`config.mk`:
```
export PLATFORM = sky130hd
export DESIGN_NAME = ws281x_chain_ctrl
export DESIGN_NICKNAME = d
export VERILOG_FILES = /design/src/rtl/ws281x_chain_ctrl.sv
export SDC_FILE = /design/constraint.sdc
export NUM_CORES = 1
export LEC_CHECK = 0
export ABC_AREA = 1
export CAP_MARGIN = 40
export CORE_MARGIN = 3
export CORE_UTILIZATION = 35
export CTS_BUF_LIST = sky130_fd_sc_hd__clkbuf_8
export CTS_CLUSTER_DIAMETER = 100
export DETAILED_ROUTE_END_ITERATION = 8
export GPL_TIMING_DRIVEN = 0
export PLACE_DENSITY = 0.66
export SYNTH_ARGS = -nofsm -noshare
export SYNTH_HDL_FRONTEND = slang
export SYNTH_SLANG_ARGS = --single-unit
```
`constraint.sdc`:
```
create_clock -name clk_in -period 2.9 [get_ports clk_in]
set_input_delay 0.29 -clock clk_in [delete_from_list [all_inputs] [get_ports clk_in]]
set_output_delay 0.29 -clock clk_in [all_outputs]
set_load 0.03 [all_outputs]
```
`src/rtl/ws281x_chain_ctrl.sv`:
```
// WS281x frame controller: walks the pixel linked list from address 0, shifts each colour out MSB-first, then holds reset.
// Optional feature macro WS281X_AUTO_REFRESH_EN: after the first request the chain is re-sent continuously.
module ws281x_chain_ctrl #(
   parameter int COLOR_BITS = 24,
   parameter int ADDR_BITS  = 6,
   parameter int RST_BITS   = 16
) (
   input  logic                            clk_in,
   input  logic                            rst_n_in,
   input  logic                            bit_done_in,
   input  logic                            wr_done_in,
   input  logic [COLOR_BITS+ADDR_BITS-1:0] rd_data_in,
   input  logic [RST_BITS-1:0]             rst_cnt_in,
   output logic                            bit_rdy_out,
   output logic                            bit_data_out,
   output logic                            rd_en_out,
   output logic [ADDR_BITS-1:0]            rd_addr_out,
   output logic                            busy_out,
   output logic                            frame_done_out
);

   localparam int SEL_BITS = $clog2(COLOR_BITS);
   localparam logic [SEL_BITS-1:0] LAST_SEL = SEL_BITS'(COLOR_BITS - 1);

   typedef enum logic [1:0] {
      IDLE     = 2'd0,
      READ_RAM = 2'd1,
      SEND_BIT = 2'd2,
      SEND_RST = 2'd3
   } state_t;

   state_t                  state_r, state_s;
   logic [COLOR_BITS-1:0]   color_r, color_s;
   logic [ADDR_BITS-1:0]    rd_addr_r, rd_addr_s;
   logic [SEL_BITS-1:0]     bit_sel_r, bit_sel_s;
   logic [RST_BITS:0]       rst_cnt_r, rst_cnt_s;
   logic [RST_BITS:0]       rst_goal_s;
   logic                    first_pend_r, first_pend_s;
   logic                    done_pend_r, done_pend_s;
   logic                    wr_pend_r, wr_pend_s;
   logic                    rd_en_r, rd_en_s;
   logic                    rd_done_r;
   logic                    bit_rdy_r, bit_rdy_s;
   logic                    bit_data_r, bit_data_s;
   logic                    busy_r, busy_s;
   logic                    frame_done_r, frame_done_s;
   logic                    bit_next_s;

   assign rst_goal_s = {rst_cnt_in, 1'b0};

   // Next-state and datapath decode
   always_comb begin
      state_s      = state_r;
      color_s      = color_r;
      rd_addr_s    = rd_addr_r;
      bit_sel_s    = '0;
      rst_cnt_s    = '0;
      first_pend_s = first_pend_r;
      done_pend_s  = done_pend_r | bit_done_in;
      wr_pend_s    = wr_pend_r | (wr_done_in & (state_r != IDLE));
      bit_rdy_s    = 1'b0;
      bit_data_s   = bit_data_r;
      frame_done_s = 1'b0;
      bit_next_s   = first_pend_r | done_pend_r | bit_done_in;
      case (state_r)
         IDLE: begin
            if (wr_done_in | wr_pend_r) begin
               state_s      = READ_RAM;
               wr_pend_s    = 1'b0;
               first_pend_s = 1'b1;
            end else begin
               state_s = IDLE;
            end
         end
         READ_RAM: begin
            if (rd_done_r) begin
               color_s   = rd_data_in[COLOR_BITS-1:0];
               rd_addr_s = rd_data_in[COLOR_BITS +: ADDR_BITS];
               state_s   = SEND_BIT;
            end else begin
               state_s = READ_RAM;
            end
         end
         SEND_BIT: begin
            bit_sel_s = bit_sel_r;
            if (bit_next_s) begin
               bit_rdy_s    = 1'b1;
               bit_data_s   = color_r[LAST_SEL - bit_sel_r];
               bit_sel_s    = bit_sel_r + 1'b1;
               first_pend_s = 1'b0;
               done_pend_s  = 1'b0;
               // A zero next pointer terminates the chain
               if (bit_sel_r == LAST_SEL) begin
                  if (rd_addr_r == '0) begin
                     state_s = SEND_RST;
                  end else begin
                     state_s = READ_RAM;
                  end
               end else begin
                  state_s = SEND_BIT;
               end
            end else begin
               state_s = SEND_BIT;
            end
         end
         SEND_RST: begin
            // The reset timer starts only once the encoder reports the final bit complete
            if (done_pend_r) begin
               if (rst_cnt_r == rst_goal_s) begin
                  frame_done_s = 1'b1;
                  done_pend_s  = 1'b0;
`ifdef WS281X_AUTO_REFRESH_EN
                  state_s      = READ_RAM;
                  first_pend_s = 1'b1;
`else
                  state_s      = IDLE;
`endif
               end else begin
                  rst_cnt_s = rst_cnt_r + 1'b1;
               end
            end else begin
               rst_cnt_s = '0;
            end
         end
         default: begin
            state_s = IDLE;
         end
      endcase
      rd_en_s = (state_s == READ_RAM) & (state_r != READ_RAM);
      busy_s  = (state_s != IDLE);
   end

   // State, datapath and registered outputs
   always_ff @(posedge clk_in or negedge rst_n_in) begin
      if (!rst_n_in) begin
         state_r      <= IDLE;
         color_r      <= '0;
         rd_addr_r    <= '0;
         bit_sel_r    <= '0;
         rst_cnt_r    <= '0;
         first_pend_r <= 1'b0;
         done_pend_r  <= 1'b0;
         wr_pend_r    <= 1'b0;
         rd_en_r      <= 1'b0;
         rd_done_r    <= 1'b0;
         bit_rdy_r    <= 1'b0;
         bit_data_r   <= 1'b0;
         busy_r       <= 1'b0;
         frame_done_r <= 1'b0;
      end else begin
         state_r      <= state_s;
         color_r      <= color_s;
         rd_addr_r    <= rd_addr_s;
         bit_sel_r    <= bit_sel_s;
         rst_cnt_r    <= rst_cnt_s;
         first_pend_r <= first_pend_s;
         done_pend_r  <= done_pend_s;
         wr_pend_r    <= wr_pend_s;
         rd_en_r      <= rd_en_s;
         rd_done_r    <= rd_en_r;
         bit_rdy_r    <= bit_rdy_s;
         bit_data_r   <= bit_data_s;
         busy_r       <= busy_s;
         frame_done_r <= frame_done_s;
      end
   end

   assign bit_rdy_out    = bit_rdy_r;
   assign bit_data_out   = bit_data_r;
   assign rd_en_out      = rd_en_r;
   assign rd_addr_out    = rd_addr_r;
   assign busy_out       = busy_r;
   assign frame_done_out = frame_done_r;

endmodule
```
==> run summary <==
outcome = finished, final reports clean
cell chain of the critical path = clkdlybuf4s50_1
row count = 34
wirelength, routed = 7400 um
CP Max Fanout = 3
vias in the first global route = 2,709
most frequent cells in the layout = 133 x nand2_1, 63 x dfrtp_1, 59 x clkdlybuf4s50_1
period utilization = 0.582
sequential cell area fraction in the yosys report = 0.487
Initial Util = 0.366
CTS tree = yes
min Tclk post-route = 1.69 ns
placed cell count = 588
Syn Area/Cell = 7.71 um^2
first-pass GRT wire length = 12,600 um
Final WS setup = 1.21 ns
DRT Pass-1 Iters = 4
most common cell after layout, fill and taps aside = nand2_1
reg2reg end = rst_cnt_r[12]$_DFF_PN0_
# IOs = 61
R2R Path Start = rst_cnt_r[0]$_DFF_PN0_
clk sinks = 63
Die Y-Extent = 102 um
setup TNS = 0 ns
DRC Markers = 0
ANT cells = 0
Leakage = 1.94 nW
final hold vios = 0
clock transition at the registers of the reported paths = 0.07 ns
post_cts resized = 0
Clock Skew = 0.0117 ns
Final nets = 544
cells on worst reg2reg path = 10
share of synthesized registers carrying an async set or reset = 1.00
Non-Filler Instances = 604
clk buf depth = 2
antenna viol nets, final = 0
number of flops mapped to enable cells by yosys = 0
Syn Inst Count = 420
Overflow after GRT = 0
Yosys Warn Count = 0
post-synth net total = 473
IO Port Bufs = 60
Top FF cell, synth = dfrtp_1
wire per inst = 12.3 um
setup bufs post-CTS = 0
CP Data Arrival Time = 1.40 ns
fill cell total of the finished layout = 879
worst-margin pin slew = 0.801 ns
vias per cell = 4.62
core area = 8850 um^2
Max Cap Viol = 0
largest net degree at the start of global routing = 64
critical path's top delay family = buffers and inverters
Post-CTS Hold Fix Bufs = 0
die area = 10,400 um^2
DR vias = 2,789
CP bufs+invs = 1
startpoint types = flop
initial antenna violation count = 0
#FFs+latches synth = 63
Worst-Skew Late Latency = 0.32 ns
number of buffers created by CTS = 9
DP Area = 3970 um^2
Worst setup EP type = output pin
final instance area = 4160 um^2
HPWL after detailed placement = 5480 um
fraction of layout cells with a size suffix above 1 = 0.0968
1st-iter DRT viols = 85
Total GRT Usage = 0.151
worst reg-to-reg setup slack = 1.24 ns
routability cong. = 0.866
Rel. slew slack = 0.466
pre-CTS WS = 1.02 ns
H-tree depth = 3
DIE WIDTH = 102 um
clock root cell = clkbuf_8
Worst Hold Class = in -> async
Slew Limit Fails = 0
Setup Crit Path Kind = reg -> out
launch point of the worst path = rd_addr_out[2]$_DFFE_PN0P_
# setup viols final = 0
Worst EP required = 2.61 ns
unrepaired setup endpoints after global routing = no
area delta synth->final = 28.5%
maximum VDD drop = 0.515 mV
fmax = 0.593 GHz
Synth Cell Area = 3240 um^2
Crit path largest cell delay = 0.69 ns
Worst path slowest cell = clkdlybuf4s50_1
cell area power density = 773 nW/um^2
post-synth cell types = 32
==> worst max path at each step <==
stage / endpoint / depth (start not counted)
after floorplan: rst_cnt_r[12]$_DFF_PN0_ / 10
after global placement: rd_addr_out[4]$_DFFE_PN0P_ / 1
after detailed placement: rst_cnt_r[15]$_DFF_PN0_ / 10
after CTS: rd_addr_out[2] / 1
after global routing: rst_cnt_r[16]$_DFF_PN0_ / 10
final: rd_addr_out[2] / 1
==> kinds of logic after synthesis <==
logic type	share of synthesized area
buf+inv	0.0804
fa+ha+maj	0.0116
compound gates	0.0753
xor+xnor	0.0298
simple gates	0.316
flops	0.487
==> flip-flops by register name (all words and copies together) (netlist names), 2 cells and up <==
signal,cells
color_r,24
rst_cnt_r,17
rd_addr_out,6
bit_sel_r,5
state_r,2
==> routing by layer <==
layer,vias up,GRT usage,wire length [um]
li1,1451,-,-
met1,1265,0.207,3630
met2,71,0.242,3340
met3,2,0.0375,407
met4,0,0.0373,19
met5,-,0,0
==> report_power, final <==
| part | internal [mW] | switching (mW) |
|---|---|---|
| logic | 0.448 | 0.686 |
| clock network | 0.410 | 0.325 |
| registers | 1.17 | 0.179 |
| total | 2.03 | 1.19 |
==> Yosys cell counts, types with 2 or more instances <==
library cell  count  area share
xor2_1            5       0.014
xnor2_1           6       0.016
o211ai_1          5       0.012
nand2_1         133        0.15
nand3_2           4       0.012
nand2_2           5      0.0097
nor2_4            4       0.014
nor3b_1           2      0.0046
nand3_1          13       0.020
nor2_1           52       0.060
inv_2             5      0.0058
a31oi_1           4      0.0077
nor4_1            2      0.0039
buf_2             6      0.0093
o21ai_0          19       0.029
dfrtp_1          63        0.49
a21oi_1           9       0.014
ha_1              3       0.012
nor2_2            5      0.0097
nor3_1            5      0.0077
nand4_1           6       0.012
o21ai_1           4      0.0062
inv_1            48       0.056
clkbuf_1          4      0.0046
==> per-stage QoR <==
step	total power, mW	utilization	hold WS (ns)
5_1_grt	3.49	0.470	0.108
4_1_cts	3.25	0.470	0.0772
6_report	3.22	0.470	0.0525
3_5_place_dp	2.51	0.449	0.375
3_3_place_gp	2.48	0.449	0.367
2_1_floorplan	2.08	-	-0.00559
==> final cells by class <==
cell class	count	area [um^2]	area share
buffer	12	61.3	0.0147
clock buffer	10	138	0.0331
clock inverter	6	52.6	0.0126
inverter	53	199	0.0478
multi-input combinational	292	1400	0.337
sequential	63	1580	0.379
tap	108	135	0.0325
timing repair buffer	60	598	0.144
Note: power is estimated with default switching activity, not from simulation.
